[src/rtl/cpu_data_confreg_bridge.sv]
// Splits CPU data accesses between external RAM (passthrough) and a local
// confreg block: LED, switches, free-running timer, scratch and SIMU flag.
module cpu_data_confreg_bridge #(
  parameter logic [31:0] CONF_BASE = 32'hBFAF_0000,
  parameter int unsigned LED_W     = 16,
  parameter int unsigned SW_W      = 8,
  parameter logic [31:0] SIMU_FLAG = 32'hFFFF_FFFF
) (
  input  logic             clk,
  input  logic             resetn,
  input  logic             cpu_en,
  input  logic [3:0]       cpu_we,
  input  logic [31:0]      cpu_addr,
  input  logic [31:0]      cpu_wdata,
  output logic [31:0]      cpu_rdata,
  output logic             ram_en,
  output logic [3:0]       ram_we,
  output logic [31:0]      ram_addr,
  output logic [31:0]      ram_wdata,
  input  logic [31:0]      ram_rdata,
  input  logic [SW_W-1:0]  switch_in,
  output logic [LED_W-1:0] led_out
);

  typedef enum logic [3:0] {
    SEL_LED, SEL_SWITCH, SEL_TIMER,
    SEL_SCR0, SEL_SCR1, SEL_SCR2, SEL_SCR3,
    SEL_SIMU, SEL_NONE
  } reg_sel_e;

  logic             hit;
  logic             wr;
  reg_sel_e         sel;
  logic [31:0]      rd_val;
  logic [31:0]      wr_val;

  logic [LED_W-1:0] led_q;
  logic [SW_W-1:0]  sw_meta_q;
  logic [SW_W-1:0]  sw_sync_q;
  logic [31:0]      timer_q;
  logic [31:0]      scratch_q [4];
  logic             sel_conf_q;
  logic [31:0]      conf_rdata_q;

  function automatic logic [31:0] merge_bytes(input logic [31:0] old_v,
                                              input logic [31:0] new_v,
                                              input logic [3:0]  be);
    logic [31:0] r;
    r = old_v;
    for (int unsigned i = 0; i < 4; i++)
      if (be[i]) r[8*i +: 8] = new_v[8*i +: 8];
    return r;
  endfunction

  assign hit = cpu_en && (cpu_addr[31:16] == CONF_BASE[31:16]);
  assign wr  = hit && (cpu_we != 4'b0000);

  assign ram_en    = cpu_en && !hit;
  assign ram_we    = hit ? 4'b0000 : cpu_we;
  assign ram_addr  = cpu_addr;
  assign ram_wdata = cpu_wdata;

  always_comb begin
    sel = SEL_NONE;
    if (cpu_addr[15:6] == 10'd0) begin
      case (cpu_addr[5:2])
        4'h0: sel = SEL_LED;
        4'h1: sel = SEL_SWITCH;
        4'h2: sel = SEL_TIMER;
        4'h4: sel = SEL_SCR0;
        4'h5: sel = SEL_SCR1;
        4'h6: sel = SEL_SCR2;
        4'h7: sel = SEL_SCR3;
        4'h8: sel = SEL_SIMU;
        default: sel = SEL_NONE;
      endcase
    end
  end

  // The current register value doubles as the base for byte-merged writes.
  always_comb begin
    rd_val = '0;
    case (sel)
      SEL_LED:    rd_val[LED_W-1:0] = led_q;
      SEL_SWITCH: rd_val[SW_W-1:0]  = sw_sync_q;
      SEL_TIMER:  rd_val = timer_q;
      SEL_SCR0:   rd_val = scratch_q[0];
      SEL_SCR1:   rd_val = scratch_q[1];
      SEL_SCR2:   rd_val = scratch_q[2];
      SEL_SCR3:   rd_val = scratch_q[3];
      SEL_SIMU:   rd_val = SIMU_FLAG;
      default:    rd_val = '0;
    endcase
  end

  assign wr_val = merge_bytes(rd_val, cpu_wdata, cpu_we);

  always_ff @(posedge clk) begin
    if (!resetn) begin
      led_q     <= '0;
      sw_meta_q <= '0;
      sw_sync_q <= '0;
      timer_q   <= '0;
      for (int unsigned i = 0; i < 4; i++) scratch_q[i] <= '0;
    end else begin
      sw_meta_q <= switch_in;
      sw_sync_q <= sw_meta_q;
      if (wr && sel == SEL_TIMER) timer_q <= wr_val;
      else                        timer_q <= timer_q + 32'd1;
      if (wr) begin
        case (sel)
          SEL_LED:  led_q        <= wr_val[LED_W-1:0];
          SEL_SCR0: scratch_q[0] <= wr_val;
          SEL_SCR1: scratch_q[1] <= wr_val;
          SEL_SCR2: scratch_q[2] <= wr_val;
          SEL_SCR3: scratch_q[3] <= wr_val;
          default: ;
        endcase
      end
    end
  end

  always_ff @(posedge clk) begin
    if (!resetn) begin
      sel_conf_q   <= 1'b0;
      conf_rdata_q <= '0;
    end else if (cpu_en) begin
      sel_conf_q <= hit;
      if (hit) conf_rdata_q <= (cpu_we == 4'b0000) ? rd_val : '0;
    end
  end

  assign cpu_rdata = sel_conf_q ? conf_rdata_q : ram_rdata;
  assign led_out   = led_q;

endmodule
[config.mk]
export PLATFORM = sky130hd
export DESIGN_NAME = cpu_data_confreg_bridge
export DESIGN_NICKNAME = d
export VERILOG_FILES = /design/src/rtl/cpu_data_confreg_bridge.sv
export SDC_FILE = /design/constraint.sdc
export NUM_CORES = 1
export LEC_CHECK = 0
export BUFFER_PORTS_ARGS = -buffer_cell sky130_fd_sc_hd__buf_2
export CAP_MARGIN = 10
export CORE_ASPECT_RATIO = 1.75
export CORE_MARGIN = 2
export CORE_UTILIZATION = 30
export CTS_BUF_LIST = sky130_fd_sc_hd__clkbuf_8
export DETAILED_ROUTE_END_ITERATION = 6
export HOLD_SLACK_MARGIN = 0.05
export SLEW_MARGIN = 20
export SYNTH_ARGS = -nofsm -noshare
export SYNTH_HDL_FRONTEND = slang
export SYNTH_SLANG_ARGS = --single-unit
[constraint.sdc]
create_clock -name clk -period 4.35 [get_ports clk]
set_clock_uncertainty 0.05 [all_clocks]
set_input_delay 0.6525 -clock clk [delete_from_list [all_inputs] [get_ports clk]]
set_output_delay 0.6525 -clock clk [all_outputs]
set_load 0.05 [all_outputs]
==> results.md <==
Cells and area:
- The post-route core utilization is 36.1%.
- The post-layout net count is 1,505.
- Relative to the synthesized area, the layout overhead comes to 18.9%.
- The proportion of layout cells with a drive suffix above 1 is between 20% and 30%.

STA:
- Summed over all failing endpoints, the final setup total negative slack is 0 ps.
- The post-route minimum period is 3290 ps.
- The final count of hold timing violations is 0.
- The slew at the pin with the worst max-slew slack is 1070 ps.
- The maximum operating frequency is 0.304 GHz.
- The worst path uses 75.6% of the clock period.
- The smallest setup slack after layout is 1060 ps.
- Setup violations remaining at the end of the flow were counted as 0.
- The worst slew margin relative to its limit is 27.8%.
- The final-report max-slew violation count is 0.
- Setup repair after global routing left no endpoint under its margin.

Yosys:
- The main combinational cell family by area after synthesis is simple AND/OR/NAND/NOR gates.
- The synthesized netlist devotes 19.5% of its cell area to simple gates.
- Summing the areas of all fa, ha and maj instances in the mapped netlist gives 0.524% of the synthesized area.
- Counting flops with a built-in enable in the synthesized netlist gives between 100 and 150.
- The most instantiated flip-flop cell in the synthesis netlist is sky130_fd_sc_hd__edfxtp_1.
- The sequential-to-total area share from yosys stat is 48.5%.
- The synthesized net count is 1,325.
- The cell count after synthesis is between 1,000 and 1,500.
- The average size of a mapped cell is between 9 and 10 µm².
- In this run, distinct cell masters in the synthesized netlist total 73.
- The async set-or-reset flop fraction in the synthesized netlist is 0%.
- The register bit count reported by yosys is 225.
- After synthesis, the share of cell area in mux cells is 5.32%.
- The cell area that synthesis handed to floorplanning was 11,900 µm².
- The synthesized netlist devotes 16.2% of its cell area to compound gates.
- The total number of yosys warnings is 0.
- The area fraction of the dominant cell type after synthesis is 32.2%.
- By area the synthesized netlist is led by sky130_fd_sc_hd__edfxtp_1 32%, sky130_fd_sc_hd__dfxtp_1 16%, sky130_fd_sc_hd__buf_4 4.2%, sky130_fd_sc_hd__nor2_1 3.6%, sky130_fd_sc_hd__mux2_2 3.3%.
- The biggest area contributor in the post-synthesis netlist is sky130_fd_sc_hd__edfxtp_1.
- The synthesized-area fraction occupied by xor and xnor cells is 2.13%.

Critical path:
- The critical path goes through buf_2 > inv_1 > ha_1 > or3b_1 > nor4_1 > buf_4 > and2_1 > a222oi_1 > and3_1 > a211oi_1.
- The maximum fanout count along the critical path is 11.
- The highest cell delay on the worst timing path is 720 ps.
- The worst setup path category is in -> reg.
- STA classifies the critical path endpoint as a register.
- For the worst setup path, the data required time is 4680 ps.
- The cell with the largest stage delay on the worst path is sky130_fd_sc_hd__and2_1.
- The launch point of the worst reg-to-reg path is timer_q[0].
- The launching element type of the critical path is a primary input.
- The beginning of the critical path is cpu_addr[2].
- Data arrives at the worst endpoint at roughly 3600 ps.
- The setup slack on the worst flop-to-flop path is ~1700 ps.

Floorplanning:
- The core area is 39,300 µm².
- From left edge to right edge, the die measures between 150 and 200 µm.
- The starting density of the core is 30.4%.
- The floorplan has 96 rows.
- The floorplan die height is 268 µm.
- The full die area is 41,400 µm².
- The boundary pin count is 228.

Global routing:
- Global routing finished with a remaining overflow of 0.
- The total global routing track utilization is 22.3%.
- The global-route wire length before repair is 68.3 mm.
- The largest net degree at the start of global routing is 52.
- The number of global-route vias before repair is around 11,000.
- The number of antenna violations at the first check in global routing is 3.

Detailed routing:
- Dividing the detail-routed wire length by the instance count gives 24.8 µm.
- The vias per cell is 5.68.
- The number of vias after detailed routing is 10,800.
- The detailed router finished its first iteration with 877 violations.
- The post-detailed-routing wire length is 47.3 mm.
- Once detail routing completed, the nets flagged for antenna violations numbered 0.
- The DRC violation count after routing is 0.
- For this run, the detailed router's first-pass iteration total came to 7.

Clock tree:
- The number of clock buffers inserted by TritonCTS is 35.
- Post-CTS timing repair inserted 0 buffers for setup.
- CTS built an H-tree with a depth of 2.
- The quantity of gates resized following cts is 0.
- The clock-pin transition on the worst setup and hold timing paths is 70 ps.
- The tree is rooted in a sky130_fd_sc_hd__clkbuf_8.
- The TritonCTS clock tree is yes.
- The latest clock arrival within the worst-skew pair is 570 ps.
- The number of buffers inserted by hold repair at cts is 0.
- The maximum count of clock buffers along a single path is 3.
- The total number of clock tree sinks is 225.

Status:
- The flow ran to the end, and the final reports show no timing, DRC or antenna violations.

Pwr:
- The power per standard cell area is roughly 350 nW/µm².
- The worst-case IR drop observed on VDD is 188 µV.
- The leakage component of the power is 5.37 nW.

Place:
- The congestion estimate from routability-driven global placement came to 0.978.
- Before CTS, the worst setup slack after placement is 564 ps.
- Input and output buffers added on the ports amount to ~220.
- The detailed placement HPWL is around 35 mm.

Worst hold path:
- The kind of path behind the tightest hold check is in -> reg.
- The worst hold path begins at switch_in[3].

Run:
- The tool flagged a number of max-cap violations equal to 0.
[power by group]
| group | switching [mW] | total (mW) | internal, mW |
|---|---|---|---|
| Sequential | 0.0283 | 2.34 | 2.31 |
| Clock | 0.895 | 1.98 | 1.09 |
| Combinational | 0.421 | 0.580 | 0.159 |
| Total | 1.35 | 4.91 | 3.56 |
[final cells by class]
type | count | area [µm²]
Antenna cell | 1 | 2.50
Clock buffer | 47 | 647
Clock inverter | 17 | 128
Fill cell | 3953 | 25100
Inverter | 16 | 60.1
Multi-Input combinational cell | 820 | 5260
Sequential cell | 225 | 5790
Tap cell | 490 | 613
Timing Repair Buffer | 291 | 1700
[cell usage after synthesis, drive strengths merged, types with 28 or more instances]
cell type,count
edfxtp,128
nor2,113
nand2,105
dfxtp,97
buf,90
o21ai,69
clkbuf,58
nor3,57
nand3,36
mux2,35
and2,28
[per-layer routing]
layer / GRT usage (%) / share of wire [%]
met4: 16.6 / 8.2
met3: 3.42 / 6.1
met5: 0 / 0.027
met2: 41.8 / 53
met1: 22.0 / 33
[worst max-delay path, delay by kind of cell]
family	cells	cell delay (ps)
compound gates	2	420
simple gates	4	1840
fa+ha+maj	1	340
buf+inv	3	370
[metrics by stage]
stage	cell area [µm²]	total power [mW]	hold WS [ps]	instances
floorplan	11900	2.79	360	1209
global placement	13400	2.96	366	1841
detailed placement	13400	2.96	372	1841
CTS	14200	4.93	223	1905
global route	14200	5.03	245	1907
finish	14200	4.91	237	1907
[path summary, 6_finish.rpt]
check,endpoint,depth (start not counted)
max,scratch_q[1][1],10
max reg2reg,timer_q[20],7
min,sw_meta_q[3],2
min reg2reg,sw_sync_q[1],1
[kinds of logic (layout without fill, tap and decap cells)]
| group | Yosys count | in the layout |
|---|---|---|
| AOI/OAI and AO/OA | 269 | 269 |
| buffers and inverters | 164 | 371 |
| xor gates and xnor gates | 29 | 29 |
| other | 0 | 1 |
| muxes | 59 | 59 |
| DFF | 225 | 225 |
| and+or+nand+nor | 458 | 458 |
| adders and majority gates | 5 | 5 |
[cells in the final DEF (no fill, tap or decap), types with 36 or more instances in the layout]
cell type and count:
sky130_fd_sc_hd__nand2_1 104, sky130_fd_sc_hd__dfxtp_1 96, sky130_fd_sc_hd__nand3_1 36, sky130_fd_sc_hd__buf_4 62
sky130_fd_sc_hd__buf_2 223, sky130_fd_sc_hd__nor2_1 113, sky130_fd_sc_hd__edfxtp_1 128, sky130_fd_sc_hd__o21ai_0 65
sky130_fd_sc_hd__nor3_1 55, sky130_fd_sc_hd__clkbuf_8 47
[state kept, by name (all words and copies together) (netlist names)]
name / count
scratch_q: 128
conf_rdata_q: 32
timer_q: 32
led_out: 16
sw_meta_q: 8
sw_sync_q: 8
sel_conf_q: 1
No activity file was read; power rests on OpenSTA's default activity.
